**src/rtl/moore_seq_gen.sv**
```systemverilog
`default_nettype none
// +--------------------------------------------------------------------------+
// | Module  : moore_seq_gen                                                  |
// | Purpose : Parametrised Moore sequencer with programmable dwell per state |
// |           and up / down / ping-pong / one-shot run modes.                |
// | Revision: 1.0  initial release                                           |
// +--------------------------------------------------------------------------+
module moore_seq_gen #(
  parameter int NUM_STATES = 4,
  parameter int STATE_W    = $clog2(NUM_STATES),
  parameter int DWELL_W    = 4
) (
  input  logic                  clk,
  input  logic                  reset_n,
  input  logic                  en,
  input  logic [1:0]            mode,
  input  logic [DWELL_W-1:0]    dwell,
  input  logic                  load,
  input  logic [STATE_W-1:0]    load_state,
  output logic [STATE_W-1:0]    out_state,
  output logic [NUM_STATES-1:0] out_onehot,
  output logic                  wrap,
  output logic                  dir,
  output logic                  done
);

  typedef enum logic [1:0] {
    MODE_UP       = 2'b00,
    MODE_DOWN     = 2'b01,
    MODE_PINGPONG = 2'b10,
    MODE_ONESHOT  = 2'b11
  } mode_e;

  localparam logic [STATE_W-1:0] FIRST_STATE = '0;
  localparam logic [STATE_W-1:0] LAST_STATE  = STATE_W'(NUM_STATES - 1);
  localparam logic [STATE_W-1:0] ONE_STATE   = STATE_W'(1);
  localparam logic [STATE_W:0]   NUM_WIDE    = (STATE_W+1)'(NUM_STATES);

  logic [1:0]         r_rst_sync;
  logic               w_rst_n;
  logic [STATE_W-1:0] r_state;
  logic [STATE_W-1:0] w_state_nxt;
  logic [DWELL_W-1:0] r_cnt;
  logic [DWELL_W-1:0] w_cnt_nxt;
  logic               r_dir;
  logic               w_dir_nxt;
  logic               r_wrap;
  logic               w_wrap_nxt;
  logic               r_done;
  logic               w_done_nxt;
  logic [STATE_W-1:0] w_adv_state;
  logic               w_adv_dir;
  logic               w_adv_wrap;
  logic [STATE_W-1:0] w_load_clamped;
  logic               w_in_range;
  logic               w_hold_last;
  mode_e              w_mode;

  // Reset asserts asynchronously but releases two clocks after reset_n rises.
  always_ff @(posedge clk or negedge reset_n) begin
    if (!reset_n) r_rst_sync <= 2'b00;
    else          r_rst_sync <= {r_rst_sync[0], 1'b1};
  end
  assign w_rst_n = r_rst_sync[1];

  assign w_mode         = mode_e'(mode);
  assign w_in_range     = ({1'b0, r_state} < NUM_WIDE);
  assign w_load_clamped = ({1'b0, load_state} >= NUM_WIDE) ? LAST_STATE : load_state;
  assign w_hold_last    = (w_mode == MODE_ONESHOT) && (r_state == LAST_STATE);

  always_comb begin
    w_adv_state = r_state;
    w_adv_dir   = r_dir;
    w_adv_wrap  = 1'b0;
    if (!w_in_range) begin
      w_adv_state = FIRST_STATE;
    end else begin
      case (w_mode)
        MODE_UP: begin
          if (r_state == LAST_STATE) begin
            w_adv_state = FIRST_STATE;
            w_adv_wrap  = 1'b1;
          end else begin
            w_adv_state = r_state + ONE_STATE;
          end
        end
        MODE_DOWN: begin
          if (r_state == FIRST_STATE) begin
            w_adv_state = LAST_STATE;
            w_adv_wrap  = 1'b1;
          end else begin
            w_adv_state = r_state - ONE_STATE;
          end
        end
        MODE_PINGPONG: begin
          if (!r_dir) begin
            if (r_state == LAST_STATE) begin
              w_adv_state = LAST_STATE - ONE_STATE;
              w_adv_dir   = 1'b1;
              w_adv_wrap  = 1'b1;
            end else begin
              w_adv_state = r_state + ONE_STATE;
            end
          end else begin
            if (r_state == FIRST_STATE) begin
              w_adv_state = ONE_STATE;
              w_adv_dir   = 1'b0;
              w_adv_wrap  = 1'b1;
            end else begin
              w_adv_state = r_state - ONE_STATE;
            end
          end
        end
        MODE_ONESHOT: begin
          // The terminal state is handled by w_hold_last, so here we only climb.
          w_adv_state = r_state + ONE_STATE;
        end
      endcase
    end
  end

  always_comb begin
    w_state_nxt = r_state;
    w_cnt_nxt   = r_cnt;
    w_dir_nxt   = r_dir;
    w_wrap_nxt  = 1'b0;
    if (load) begin
      w_state_nxt = w_load_clamped;
      w_cnt_nxt   = '0;
    end else if (en && !w_hold_last) begin
      // >= lets a dwell lowered mid-hold take effect on the very next clock.
      if (r_cnt >= dwell) begin
        w_state_nxt = w_adv_state;
        w_dir_nxt   = w_adv_dir;
        w_wrap_nxt  = w_adv_wrap;
        w_cnt_nxt   = '0;
      end else begin
        w_cnt_nxt = r_cnt + DWELL_W'(1);
      end
    end
    w_done_nxt = (w_mode == MODE_ONESHOT) && (w_state_nxt == LAST_STATE);
  end

  always_ff @(posedge clk or negedge w_rst_n) begin
    if (!w_rst_n) begin
      r_state <= FIRST_STATE;
      r_cnt   <= '0;
      r_dir   <= 1'b0;
      r_wrap  <= 1'b0;
      r_done  <= 1'b0;
    end else begin
      r_state <= w_state_nxt;
      r_cnt   <= w_cnt_nxt;
      r_dir   <= w_dir_nxt;
      r_wrap  <= w_wrap_nxt;
      r_done  <= w_done_nxt;
    end
  end

  for (genvar gi = 0; gi < NUM_STATES; gi++) begin : g_onehot
    assign out_onehot[gi] = (r_state == STATE_W'(gi));
  end

  assign out_state = r_state;
  assign wrap      = r_wrap;
  assign dir       = r_dir;
  assign done      = r_done;

endmodule
`default_nettype wire
```
**config.mk**
```make
export PLATFORM = sky130hd
export DESIGN_NAME = moore_seq_gen
export DESIGN_NICKNAME = d
export VERILOG_FILES = /design/src/rtl/moore_seq_gen.sv
export SDC_FILE = /design/constraint.sdc
export NUM_CORES = 1
export LEC_CHECK = 0
export CAP_MARGIN = 20
export CORE_ASPECT_RATIO = 1.2
export CORE_UTILIZATION = 35
export CTS_BUF_LIST = sky130_fd_sc_hd__clkbuf_4
export CTS_CLUSTER_DIAMETER = 200
export CTS_CLUSTER_SIZE = 8
export DETAILED_ROUTE_END_ITERATION = 12
export SYNTH_ARGS = -nofsm -noshare
export SYNTH_HDL_FRONTEND = slang
export SYNTH_SLANG_ARGS = --single-unit
```
**constraint.sdc**
```tcl
create_clock -name clk -period 1.5 [get_ports clk]
set_clock_uncertainty 0.15 [all_clocks]
set_input_delay 0.45 -clock clk [delete_from_list [all_inputs] [get_ports clk]]
set_output_delay 0.45 -clock clk [all_outputs]
set_load 0.005 [all_outputs]
```
Yosys cells after proc, flatten, opt, wreduce, memory -nomap -nowiden
Index checks and enable logic that the tools add are counted.
- flip-flop bits (word level): 11
- input bits: 12
- logic and storage cells: 47
- add/subtract/negate cells: 3
- order comparisons: 1
- equality and inequality tests: 7
- muxes and demuxes: 21
- bitwise operators: 1
- reduce and logical (&&, ||, !) cells: 8
- operators by type and width (cell ; count):
    $mux W2 ; 8
    $mux W4 ; 3
    $eq A2 B2 Y1 const B ; 5
    $mux W1 ; 8
    $pmux W2 S4 ; 1
    $add A4 B1 Y4 const B ; 1
    $eq A2 B1 Y1 const B ; 2
    $ge A4 B4 Y1 ; 1
    $logic_not A2 Y1 ; 2
    $reduce_and A4 Y1 ; 1
    $logic_and A1 B1 Y1 ; 3
    $pmux W1 S3 ; 1
    $add A2 B1 Y2 const B ; 1
    $reduce_bool A2 Y1 ; 1
    $sub A2 B1 Y2 const B ; 1
    $logic_not A1 Y1 ; 1
    $not A1 Y1 ; 1

Depth between registers and ports, before layout
Gate-level depths: netlist of run 1.
- depth in word-level cells: 9
- gate-level depth with buffers: 7
- depth with buffers taken out: 7

Least setup slack after synthesis of run 1
Ideal clock, no wire load.
- path type: input port to flip-flop
- start: in dwell[0]
- end: reg r_state[1], in the netlist out_state[1]
- library setup time: 142 ps
- arrival: 1634 ps
- data required time: 1208 ps
- path slack: -426 ps
- stages: 6
- cell sequence: ha_1 -> nand2b_4 -> a2111oi_4 -> nor4_4 -> a211oi_1 -> a21oi_1
- longest elaborated chain between the ends: 4
- ends and longest elaborated chain (item ; line ; text):
    start: declaration ; 17 ; input logic [DWELL_W-1:0] dwell,
    $ge A4 B4 Y1 ; 132 ; if (r_cnt >= dwell) begin
    $mux W2 ; 132 ;
    $mux W2 ; 130 ; end else if (en && !w_hold_last) begin
    $mux W2 ; 127 ; if (load) begin
    named net w_state_nxt[1] ; 42 ; logic [STATE_W-1:0] w_state_nxt;
    end signal: assignment ; 152 ; r_state <= w_state_nxt;
    end: declaration ; 41 ; logic [STATE_W-1:0] r_state;
The timed path passes the listed nets, and every way through them passes these cells.
A chain may end at the register's enable or synchronous reset.

Final worst setup path of run 1
- start: reg r_cnt[0]
- end: reg r_state[0], in the netlist out_state[0]
- longest elaborated chain between the ends: 4
- ends and longest elaborated chain (item ; line ; text):
    start: declaration ; 43 ; logic [DWELL_W-1:0] r_cnt;
    start signal: assignment ; 153 ; r_cnt <= w_cnt_nxt;
    $ge A4 B4 Y1 ; 132 ;
    $mux W2 ; 132 ;
    $mux W2 ; 130 ;
    $mux W2 ; 127 ;
    named net w_state_nxt[0] ; 42 ;
The timed path passes the listed nets, and every way through them passes these cells.

==> flow_summary.yaml, run 1 <==
die:
  die_area_um2: 2560
  num_io_pins: 21
  start_util_pct: 38.6
  die_x_um: 46.3
  coreArea_um2: 2140
  rows: 18
  dieHeight_um: 55.2
final_layout:
  final_area_um2: 1460
  n_fill_cell: 166
  fin_util_pct: 68.3
  stdcell_count: 168
  syn_to_final_growth_pct: 77.0
  layout_common_cells: "buf_4 (23), buf_6 (12), dfrtp_1 (9)"
  n_antenna_cell: 0
  nNetsFinal: 162
  drive_above_1_share_pct: 52.2
  final_common_cell: "buf_4"
power:
  powerDensity_nw_per_um2: 674
  swShare_pct: 29.9
  p_switching_w: 0.000295
  combinationalPowerShare_pct: 43.3
  finalPower_w: 0.000984
  peakVddDrop_uv: 600
  clkPwrFrac_pct: 22.1
  p_int_w: 0.000690
  p_leak_nw: 0.666
  power_frac_seq_pct: 34.6
timing:
  timing.final.max_slew_violations: 0
  setup_violations: 15
  fmax_ghz: 0.544
  timing.final.crit_share_pct: 123
  final_hold_viol_count: 0
  rsz0062_at_grt: "true"
  period_minus_slack_ns: 1.84
  fin_ws_ns: -0.339
clock_tree:
  cts_tree: "built"
  clk_latency_ns: 0.27
  cts.htree.levels: 1
  cts_root_buf: "clkbuf_4"
  cts_buffers: 3
  cts_sinks: 11
  cts.path.max_buffers: 2
  cts_hold_buf: 0
  path_clk_slew_ns: 0.07
synthesis:
  synth_edf_count: 0
  avgSynthCellArea_um2: 9.72
  synth_xor_area_share_pct: 1.06
  ys_warn_count: 0
  synth_top_family_by_area: "compound AO/OA/AOI/OAI gates"
  ys_types: 37
  synthMuxAreaShare_pct: 1.21
  synth_area_um2: 826
  yosysSeqAreaShare_pct: 33.3
  syn_nets: 108
  async_flop_share_pct: 100
  synth-simple-area-share_pct: 19.8
  synth_fa_ha_area_share_pct: 16.7
  synth_ff_type: "dfrtp_1"
  synth_compound_area_share_pct: 21.4
  synthCells: 85
  synth-seq-cells: 11
min_path:
  hold_class: "reg -> async"
route:
  drc: 0
  wirelength_um: 2040
  via_per_inst: 4.77
  firstDrtPassIters: 4
  wl_per_cell_um: 12.1
  antenna_left: 0
  drtIter0Drc: 9
  via_count: 801
outcome:
  violations: "negative setup slack"
  outcome: "finished, violations left"
critical_path:
  path_max_fanout: 5
  crit_chain: "inv_2 -> ha_4 -> nand2b_4 -> a2111oi_4 -> nor4_4 -> buf_6 -> a211oi_2 -> a21oi_1"
  slowest_stage: "dfrtp_1"
  r2r-start: "r_cnt[0]$_DFFE_PN0P_"
  worstSetupPathType: "reg -> reg"
  reg2regPathDepth: 8
  r2r-end: "out_state[0]$_DFF_PN0_"
  startpoint_type: "flip-flop"
  r2r_slack_ns: -0.34
  critical_path_required_ns: 1.49
  slowest_delay_ns: 0.39
  cp_data_arrival_time_ns: 1.83
  end_kind: "flip-flop"
global_routing:
  grt_pass1_wl_um: 3150
  grt_pass1_vias: 754
  grt-ovfl-total: 0
  grt_max_degree: 11
  antenna_found_initial: 0
  track_usage_pct: 16.7
placed_design:
  post-dp-hpwl_um: 1450
  io_buffer_count: 20
  gp_congestion: 0.793
  dp_cells: 153
  dpl_cell_area_um2: 1230
  place_ws_ns: -0.913
job:
  max_cap_viol_count: 0
## metrics by stage
step / TNS, ns / hold slack (ns)
final: -4.02 / 0.00320
after global routing: -4.96 / 0.0438
after CTS: -5.01 / 0.0155
after detailed placement: -9.03 / 0.0243
after global placement: -8.58 / 0.0176
after floorplan: -2.34 / -0.0422
## metal layers
layer	vias up	GRT usage (%)	share of wire, %
met2	13	24.6	49
met5	-	0	0
met4	0	5.88	0.54
li1	411	-	-
met3	2	5.56	3.6
met1	375	22.3	47
## logic make-up (layout without fill, tap and decap cells)
logic type               after synthesis  in the layout
other                                  1              1
AO/OA/AOI/OAI                         24             24
multiplexers                           1              1
AND/OR/NAND/NOR                       25             25
XOR/XNOR                               1              1
flip-flops                            11             11
adder cells (fa/ha/maj)               11             11
buffers and inverters                 11             64
## sequential cells by signal (all words and copies together) (netlist names)
| signal | flops |
|---|---|
| dir | 1 |
| wrap | 1 |
| out_state | 2 |
| r_cnt | 4 |
| r_rst_sync | 2 |
| done | 1 |
## cell type report
type | instances | area, µm² | share of cell area [%]
repair buffers | 52 | 454 | 31.1
flip-flops and latches | 11 | 278 | 19.0
multi-input cells | 63 | 629 | 43.1
inverters | 8 | 32.5 | 2.23
well taps | 30 | 37.5 | 2.57
clock buffers | 4 | 30.0 | 2.05
## worst max-delay path: cells and delay by family, from the launching register on
kind / cells / cell delay (ns)
buffers and inverters: 2 / 0.23
DFF: 1 / 0.39
and+or+nand+nor: 2 / 0.21
AOI/OAI and AO/OA: 3 / 0.57
adders and majority gates: 1 / 0.19
## synth_stat cells, drive strengths merged, types with 2 or more instances
cell type	n	area, µm²
a211oi	2	15.0
a21oi	8	40.0
a31oi	2	12.5
and2	2	12.5
buf	2	16.3
dfrtp	11	275
ha	11	138
inv	8	30.0
nand2	5	21.3
nand2b	3	26.3
nand3	3	20.0
nand4	2	12.5
nor2	3	11.3
nor2b	2	12.5
o21ai	3	15.0
## worst max-delay path by stage
stage                           start                      to  slack (ns)  cells past startpoint
5_1_grt        out_state[0]$_DFF_PN0_          done$_DFF_PN0_       -0.43                     10
6_report         r_cnt[0]$_DFFE_PN0P_  out_state[0]$_DFF_PN0_       -0.34                      8
2_1_floorplan                dwell[0]          done$_DFF_PN0_       -0.31                      6
3_3_place_gp                 dwell[0]          done$_DFF_PN0_       -0.86                      7
3_5_place_dp                 dwell[0]          done$_DFF_PN0_       -0.91                      7
4_1_cts        out_state[0]$_DFF_PN0_           out_onehot[2]       -0.44                      5
## power by group through the flow
| stage | Combinational (W) | Clock (W) | Sequential (W) |
|---|---|---|---|
| 6_report | 0.000426 | 0.000217 | 0.000341 |
| 3_5_place_dp | 0.000331 | 0 | 0.000341 |
| 4_1_cts | 0.000373 | 0.000229 | 0.000335 |
| 5_1_grt | 0.000461 | 0.000239 | 0.000344 |
| 2_1_floorplan | 0.000161 | 0 | 0.000342 |
| 3_3_place_gp | 0.000328 | 0 | 0.000340 |
## repair_timing
action | 4_1_cts | 5_1_grt
buffers inserted | 10 | 1
pin swaps | 14 | 8
resized for setup | 44 | 29
setup endpoints to repair | 18 | 17
gates cloned | 0 | 1
Power figures use the tool's default switching activity.
==> inputs of run 2 (changes only) <==
--- a/config.mk
+++ b/config.mk
@@ -12,6 +12,7 @@
 export CTS_CLUSTER_DIAMETER = 200
 export CTS_CLUSTER_SIZE = 8
 export DETAILED_ROUTE_END_ITERATION = 12
+export HOLD_SLACK_MARGIN = 0.06
 export SYNTH_ARGS = -nofsm -noshare
 export SYNTH_HDL_FRONTEND = slang
 export SYNTH_SLANG_ARGS = --single-unit
==> flow_summary.yaml, run 2 (synthesis results as in run 1) <==
outcome:
  outcome: "finished, violations left"
  violations: "negative setup slack"
final_layout:
  layout_common_cells: "buf_4 (23), buf_6 (12), dfrtp_1 (9)"
  stdcell_count: 169
  syn_to_final_growth_pct: 77.3
  final_area_um2: 1460
  largest_register_ffs: 4
  nNetsFinal: 163
  top_register: "r_cnt"
  drive_above_1_share_pct: 50.4
  n_antenna_cell: 0
  final_common_cell: "buf_4"
placed_design:
  dpl_cell_area_um2: 1230
  dp_cells: 153
  io_buffer_count: 20
  gp_congestion: 0.793
  place_ws_ns: -0.913
  post-dp-hpwl_um: 1450
timing:
  final_hold_viol_count: 0
  fin_ws_ns: -0.384
  period_minus_slack_ns: 1.88
  setup_violations: 15
  timing.final.crit_share_pct: 126
  timing.final.max_slew_violations: 0
  fmax_ghz: 0.531
  holdWs_ns: 0.189
  rsz0062_at_grt: "true"
global_routing:
  grt_max_degree: 11
  grt_pass1_vias: 779
  grt-ovfl-total: 0
  antenna_found_initial: 0
  track_usage_pct: 17.5
  grt_pass1_wl_um: 3280
route:
  routed.top_layer: "met4"
  drc: 0
  wirelength_um: 2130
  antenna_left: 0
  firstDrtPassIters: 4
  met1Wirelength_um: 974
  via_per_inst: 4.76
  wl_met3_um: 73
  drtIter0Drc: 12
  via_count: 804
  wl_per_cell_um: 12.6
  routed-wl-met2_um: 1070
die:
  rows: 18
  die_x_um: 46.3
  start_util_pct: 38.6
  die_area_um2: 2560
  dieHeight_um: 55.2
  num_io_pins: 21
  coreArea_um2: 2140
critical_path:
  slowest_delay_ns: 0.39
  path_max_fanout: 4
  crit_chain: "inv_2 -> ha_4 -> nand2b_4 -> a2111oi_4 -> or2_4 -> nand4_1 -> a21oi_2"
  end_kind: "flip-flop"
  cp_data_arrival_time_ns: 1.93
  critical_path_required_ns: 1.55
  slowest_stage: "dfrtp_1"
  r2r_slack_ns: -0.38
  startpoint_type: "flip-flop"
  worstSetupPathType: "reg -> reg"
clock_tree:
  cts_sinks: 11
  cts.path.max_buffers: 2
  cts_root_buf: "clkbuf_4"
  path_clk_slew_ns: 0.07
  cts.htree.levels: 1
  clk_latency_ns: 0.27
  cts_tree: "built"
  cts_buffers: 3
power:
  swShare_pct: 30.1
  clkPwrFrac_pct: 22.1
  combinationalPowerShare_pct: 43.9
  peakVddDrop_uv: 605
  power_frac_seq_pct: 34.0
  p_int_w: 0.000692
  finalPower_w: 0.000990
  p_switching_w: 0.000298
  powerDensity_nw_per_um2: 676
  p_leak_nw: 0.669
min_path:
  hold_class: "in -> async"
job:
  max_cap_viol_count: 0
[run 2: power groups by stage]
stage / clock network (W) / registers, W / logic, W
after floorplan: 0 / 0.000342 / 0.000161
after global placement: 0 / 0.000340 / 0.000328
after detailed placement: 0 / 0.000341 / 0.000331
after CTS: 0.000229 / 0.000331 / 0.000380
after global routing: 0.000239 / 0.000338 / 0.000470
final: 0.000219 / 0.000336 / 0.000435
[run 2: repair_timing]
item                                   CTS  global route
setup endpoints to repair               18            17
endpoints found under the hold margin    9             0
hold buffers                             1             0
cloned                                   0             1
gates resized for setup                 44            27
setup buffers                           10             1
pin swaps                               14             8
[run 2: path summary, 6_finish.rpt]
| path | to | cells after the start | startpoint |
|---|---|---|---|
| max | r_cnt[1]$_DFFE_PN0P_ | 7 | r_cnt[0]$_DFFE_PN0P_ |
| min | r_rst_sync[1]$_DFF_PN0_ | 1 | reset_n |
| max reg2reg | r_cnt[1]$_DFFE_PN0P_ | 7 | r_cnt[0]$_DFFE_PN0P_ |
| min reg2reg | r_rst_sync[1]$_DFF_PN0_ | 0 | r_rst_sync[0]$_DFF_PN0_ |
| max in group asynchronous | out_state[1]$_DFF_PN0_ | 1 | r_rst_sync[1]$_DFF_PN0_ |
| min in group clk | r_rst_sync[1]$_DFF_PN0_ | 0 | r_rst_sync[0]$_DFF_PN0_ |
[run 2: routing by layer]
layer  global-route usage [%]  up-vias
met5                        0        -
met4                     5.88        0
met3                     5.56        2
met2                     25.8       13
met1                     23.5      379
li1                         -      410
[run 2: area by class of cell]
class	instances	area [µm²]
sequential	11	278
timing repair buffer	53	464
multi-input combinational	63	622
tap	30	37.5
fill	167	676
clock buffer	4	30.0
inverter	8	32.5
[run 2: per-stage QoR]
| step | TNS [ns] | util [%] |
|---|---|---|
| after global routing | -4.99 | 68.4 |
| after floorplan | -2.34 | - |
| after CTS | -5.01 | 63.9 |
| after global placement | -8.58 | 57.3 |
| after detailed placement | -9.03 | 57.3 |
| final | -4.07 | 68.4 |
[run 2: critical path: cells and delay by family (launching register included)]
kind / cells / cell delay (ns)
AOI/OAI and AO/OA: 2 / 0.53
and+or+nand+nor: 3 / 0.48
DFF: 1 / 0.39
adders and majority gates: 1 / 0.19
buffers and inverters: 1 / 0.09
